**src/rtl/gray_handshake_counter.sv**
```systemverilog
// Four-phase req/ack handshake counter exposing the count in binary and reflected Gray code.
// Width, ack latency, count direction and wrap/saturate behaviour are configurable.
module gray_handshake_counter #(
  parameter int unsigned WIDTH = 2,
  parameter int unsigned DELAY = 1,
  parameter int unsigned WRAP  = 1
) (
  input  logic             clk,
  input  logic             rst,
  input  logic             start,
  input  logic             dir,
  output logic             ack,
  output logic [WIDTH-1:0] count_gray,
  output logic [WIDTH-1:0] count_bin,
  output logic             ovf
);

  localparam int unsigned   TW        = (DELAY < 2) ? 1 : $clog2(DELAY + 1);
  localparam logic [TW-1:0] TimerOne  = TW'(1);
  localparam logic [TW-1:0] TimerLast = TW'(DELAY);
  localparam logic [WIDTH-1:0] BinOne = WIDTH'(1);

  typedef enum logic [1:0] {
    StIdle,
    StRiseWait,
    StAckHi,
    StFallWait
  } state_e;

  state_e          state_q;
  logic [TW-1:0]   timer_q;
  logic            dir_q;
  logic            at_end;
  logic [WIDTH-1:0] bin_step;
  logic [WIDTH-1:0] bin_nxt;
  logic [WIDTH-1:0] gray_nxt;

  // at_end flags the step that would leave the code space in the latched direction.
  always_comb begin
    at_end   = dir_q ? (count_bin == '0) : (count_bin == '1);
    bin_step = dir_q ? (count_bin - BinOne) : (count_bin + BinOne);
    bin_nxt  = (at_end && (WRAP == 0)) ? count_bin : bin_step;
    gray_nxt = bin_nxt ^ (bin_nxt >> 1);
  end

  always_ff @(posedge clk) begin
    if (rst) begin
      state_q    <= StIdle;
      timer_q    <= '0;
      dir_q      <= 1'b0;
      ack        <= 1'b0;
      count_bin  <= '0;
      count_gray <= '0;
      ovf        <= 1'b0;
    end else begin
      ovf <= 1'b0;
      unique case (state_q)
        StIdle: begin
          if (start) begin
            dir_q   <= dir;
            timer_q <= TimerOne;
            state_q <= StRiseWait;
          end
        end
        // start is deliberately ignored while waiting; a phase always runs to completion.
        StRiseWait: begin
          if (timer_q == TimerLast) begin
            ack        <= 1'b1;
            count_bin  <= bin_nxt;
            count_gray <= gray_nxt;
            ovf        <= at_end;
            state_q    <= StAckHi;
          end else begin
            timer_q <= timer_q + TimerOne;
          end
        end
        StAckHi: begin
          if (!start) begin
            timer_q <= TimerOne;
            state_q <= StFallWait;
          end
        end
        StFallWait: begin
          if (timer_q == TimerLast) begin
            ack     <= 1'b0;
            state_q <= StIdle;
          end else begin
            timer_q <= timer_q + TimerOne;
          end
        end
        default: state_q <= StIdle;
      endcase
    end
  end

endmodule

```
**config.mk**
```make
export PLATFORM = sky130hd
export DESIGN_NAME = gray_handshake_counter
export DESIGN_NICKNAME = d
export VERILOG_FILES = /design/src/rtl/gray_handshake_counter.sv
export SDC_FILE = /design/constraint.sdc
export NUM_CORES = 1
export LEC_CHECK = 0
export CAP_MARGIN = 20
export CORE_AREA = 2 2 39 41
export CTS_BUF_LIST = sky130_fd_sc_hd__clkbuf_16
export CTS_CLUSTER_DIAMETER = 30
export DETAILED_ROUTE_END_ITERATION = 16
export DIE_AREA = 0 0 41 43
export DONT_BUFFER_PORTS = 1
export SLEW_MARGIN = 15
export SYNTH_ARGS = -nofsm -noshare
export SYNTH_HDL_FRONTEND = slang
export SYNTH_SLANG_ARGS = --single-unit
```
**constraint.sdc**
```tcl
create_clock -name clk -period 1.5 [get_ports clk]
set_input_delay 0.15 -clock clk [delete_from_list [all_inputs] [get_ports clk]]
set_output_delay 0.15 -clock clk [all_outputs]
set_load 0.02 [all_outputs]
```
**Yosys cells after proc, flatten, opt, wreduce, memory -nomap -nowiden**

Index checks and enable logic that the tools add are counted.

- Input bits: 4
- Logic and storage cells: 45
- Register bits: 10
- Output and inout bits: 6

- Add/subtract/negate cells: 3
- Equality and inequality tests: 8
- Bitwise operators: 3
- Reductions and logical operators: 10
- Multiplexer cells: 14

Operator list:

| kind | count |
|---|---|
| 2-to-1 mux 2 bit | 5 |
| inequality test 2 bit, second input constant | 4 |
| one-hot mux 2 bit (4 select lines) | 1 |
| == test 2 bit, second input constant | 3 |
| 2-to-1 mux 1 bit | 6 |
| AND reduction 2 bit | 3 |
| logical NOT 2 bit | 2 |
| AND reduction 4 bit | 1 |
| one-hot mux 1 bit (3 select lines) | 1 |
| AND reduction 3 bit | 1 |
| OR reduction 3 bit | 1 |
| adder 2 x 1 -> 2 bit, second input constant | 1 |
| == test 2 x 1 -> 1 bit, second input constant | 1 |
| NOT 1 bit | 2 |
| one-hot mux 1 bit (2 select lines) | 1 |
| nonzero test 2 bit | 1 |
| OR reduction 2 bit | 1 |
| subtractor 2 x 1 -> 2 bit, second input constant | 1 |
| XOR 2 x 1 -> 2 bit | 1 |
| adder 1 bit, second input constant | 1 |

**Longest topological paths before layout**

- Depth after elaboration: 3
- Mapped depth: 5
- Depth with buffers taken out: 5

**Worst setup path after synthesis**

No wires, ideal clock.

- Path type: reg-to-reg
- From: register state_q[1]
- To: register state_q[0]
- Stages on the path, launching flop included: 6
- Slack: 0.165 ns
- Arrival time: 1.261 ns
- Library setup time: 0.074 ns
- Data required time: 1.426 ns
- Path through: dfxtp_1 -> inv_1 -> ha_1 -> o21bai_4 -> or3b_1 -> a31oi_1

- Cells in the longest elaborated chain, start to end: 3
- Elaborated cells on any way between the ends: 10
- Classes of those cells: eq/ne (7); mux (1); reduce/logical (2)

Ends and longest elaborated chain:

| item | line | source |
|---|---|---|
| from (decl) | 30 | `state_e state_q;` |
| from (signal assigned) | 48 | `state_q <= StIdle;` |
| from (signal assigned) | 62 | `state_q <= StRiseWait;` |
| from (signal assigned) | 72 | `state_q <= StAckHi;` |
| == test 2 bit (tied with other cells) | 57 | `unique case (state_q)` |
| inequality test 2 bit (no line) | -- |  |
| AND reduction 4 bit (no line) | -- |  |

Several ways; a longest one is shown, not always the timed one.
A chain may end at the register's enable or synchronous reset.

**Final worst setup path**

Same ends and word-level chain as after synthesis.

==> results <==
-- per-stage QoR --
stage	cells	instance area (sq um)
3_3_place_gp	67	482
5_1_grt	73	581
4_1_cts	72	571
2_1_floorplan	51	458
3_5_place_dp	67	482
6_report	73	581
-- flip-flops by register name, summed over array words and instances, names as in the netlist --
register,cells
ack,1
count_gray,2
dir_q,1
count_bin,1
ovf,1
state_q,2
timer_q,1
-- cell families after synthesis --
logic type,synth area share
muxes,0.0219
buffers and inverters,0.0410
xor gates and xnor gates,0.0574
AOI/OAI and AO/OA,0.186
DFF,0.393
adders and majority gates,0.109
and+or+nand+nor,0.191
-- power breakdown --
group / switching, mW / total [mW] / internal [mW]
Combinational: 0.217 / 0.427 / 0.210
Sequential: 0.0816 / 0.385 / 0.304
Clock: 0.114 / 0.462 / 0.348
Total: 0.412 / 1.27 / 0.862
-- routing by layer --
layer,vias up,GRT usage,part of all wire
met3,4,0.0628,0.095
met2,16,0.169,0.43
met5,-,0,0
met4,0,0.0800,0.034
li1,190,-,-
met1,152,0.129,0.44
-- final timing paths --
path | cells after the start | slack (ns) | end
min | 2 | 0.07 | dir_q$_SDFFE_PP0P_
min reg2reg | 2 | 0.54 | dir_q$_SDFFE_PP0P_
max reg2reg | 5 | 0.13 | state_q[0]$_SDFFE_PP0P_
max | 5 | 0.13 | state_q[0]$_SDFFE_PP0P_
-- layout make-up --
class	count	area (sq um)	area share
multi-input cells	38	262	0.450
flip-flops and latches	9	180	0.310
clock buffers	3	75.1	0.129
repair buffers	4	32.5	0.0560
well taps	16	20.0	0.0345
inverters	2	7.51	0.0129
clock inverters	1	3.75	0.00647
-- synthesized netlist by cell type --
library cell	number	area share
a21o_2	2	0.038
xnor2_1	2	0.038
nand3_1	4	0.044
nor2b_1	1	0.014
a31oi_1	1	0.014
ha_1	4	0.11
a211oi_1	1	0.016
mux2i_1	1	0.022
nor2_1	5	0.041
o21ai_0	1	0.011
or3b_1	1	0.019
clkbuf_1	1	0.0082
o21bai_4	1	0.041
nand2_1	4	0.033
dfxtp_1	9	0.39
inv_1	2	0.016
nor3_1	1	0.011
buf_4	1	0.016
a21oi_1	6	0.066
nor3b_1	1	0.016
xor2_1	1	0.019
or3_1	1	0.014
-- repair_timing --
action,CTS,global route
gates resized for setup,0,1
buffers inserted,0,1
setup endpoints to repair,0,1
hold buffers,1,0
hold endpoints to repair,9,0
==> run metrics <==
Syn Nets 59; Final Cycle Share 0.913; router iterations before antenna repair 4; Startpoint Class flip-flop; die area between 1500 and 2000 sq um; CP peak stage delay 0.35 ns; I/O pin total 10; CP Capture Type flip-flop; WL final 793 um; antenna violations before repair 0; post-layout util 0.420; start point of the critical path state_q[1]$_SDFFE_PP0P_; Slew Limit Fails 0; number of core rows 14; Hold Vio Cnt, Final 0; worst hold start dir; Worst slew margin 0.648; antenna diode count 0; CTS tree yes; Ys Warns 0; Syn Area/Cell about 9.0 sq um; TritonCTS buffer count 3; slew at the pin with the worst max-slew slack 0.527 ns; CTS Sinks 9; post-route ant nets 0; Netlist cell types 22; most common cell after layout, fill and taps aside dfxtp_1; RSZ-0062 raised after global routing false; CP max FO 4; H-tree Lvls 1; WL/cell between 10 and 15 um; Pwr Density about 2200 nW/um^2; WP data required 1.66 ns; fin worst setup slack ~0.13 ns; vias in the first global route about 330; worst path bufs/invs 1; area grow syn2layout 26.8%; commonest non-fill, non-tap cells in the layout dfxtp_1 (9), a21oi_1 (6), nor2_1 (5); worst-path cell chain inv_1 > ha_2 > o21bai_4 > or3b_1 > a31oi_1; total chip power about 1.3 mW; Final setup viols 0; Syn Std Cell Area around 460 sq um; PortBufs 0; leakage power approximately 0.23 nW; DIE HEIGHT approximately 43 um; drt via density slightly below 5; hpwl dp roughly 560 um; largest net degree at the start of global routing 10; Critical Path AT 1.53 ns; cell family with most CP delay simple AND/OR/NAND/NOR gates; Seq/Total Area, Yosys 0.393; Initial Util 0.331; RD Place Congestion about 0.66; Place WS 0.0732 ns; slowest CP cell or3b_1; VDD IR-drop max roughly 940 uV; CTS Root Cell clkbuf_16; layout cells sized above 1 0.175; Total Negative Setup Slacks 0 ns; Worst-path clk slew around 0.04 ns; r2r startpoint state_q[1]$_SDFFE_PP0P_; core area approximately 1400 sq um; gr usage total 0.119; Clock Skews roughly 0.0004 ns; worst hold margin 0.0709 ns; DRT iter0 DRCs 5; CTS Buffer Depth 2; crit path kind reg -> reg; status finished clean; via count around 360; FMAX 0.730 GHz; fin crit period 1.37 ns; DRC viols 0; total grt overflow 0; clk_lat worst skew ~0.23 ns; FILL cells approximately 140; nets 66; Mapped Cells 51; FF+latch count, synth 9; Hold Crit Class in -> reg; first-pass GRT wire length 1320 um; Die W slightly above 40 um; max_cap viols 0
Note: power is estimated with default switching activity, not from simulation.
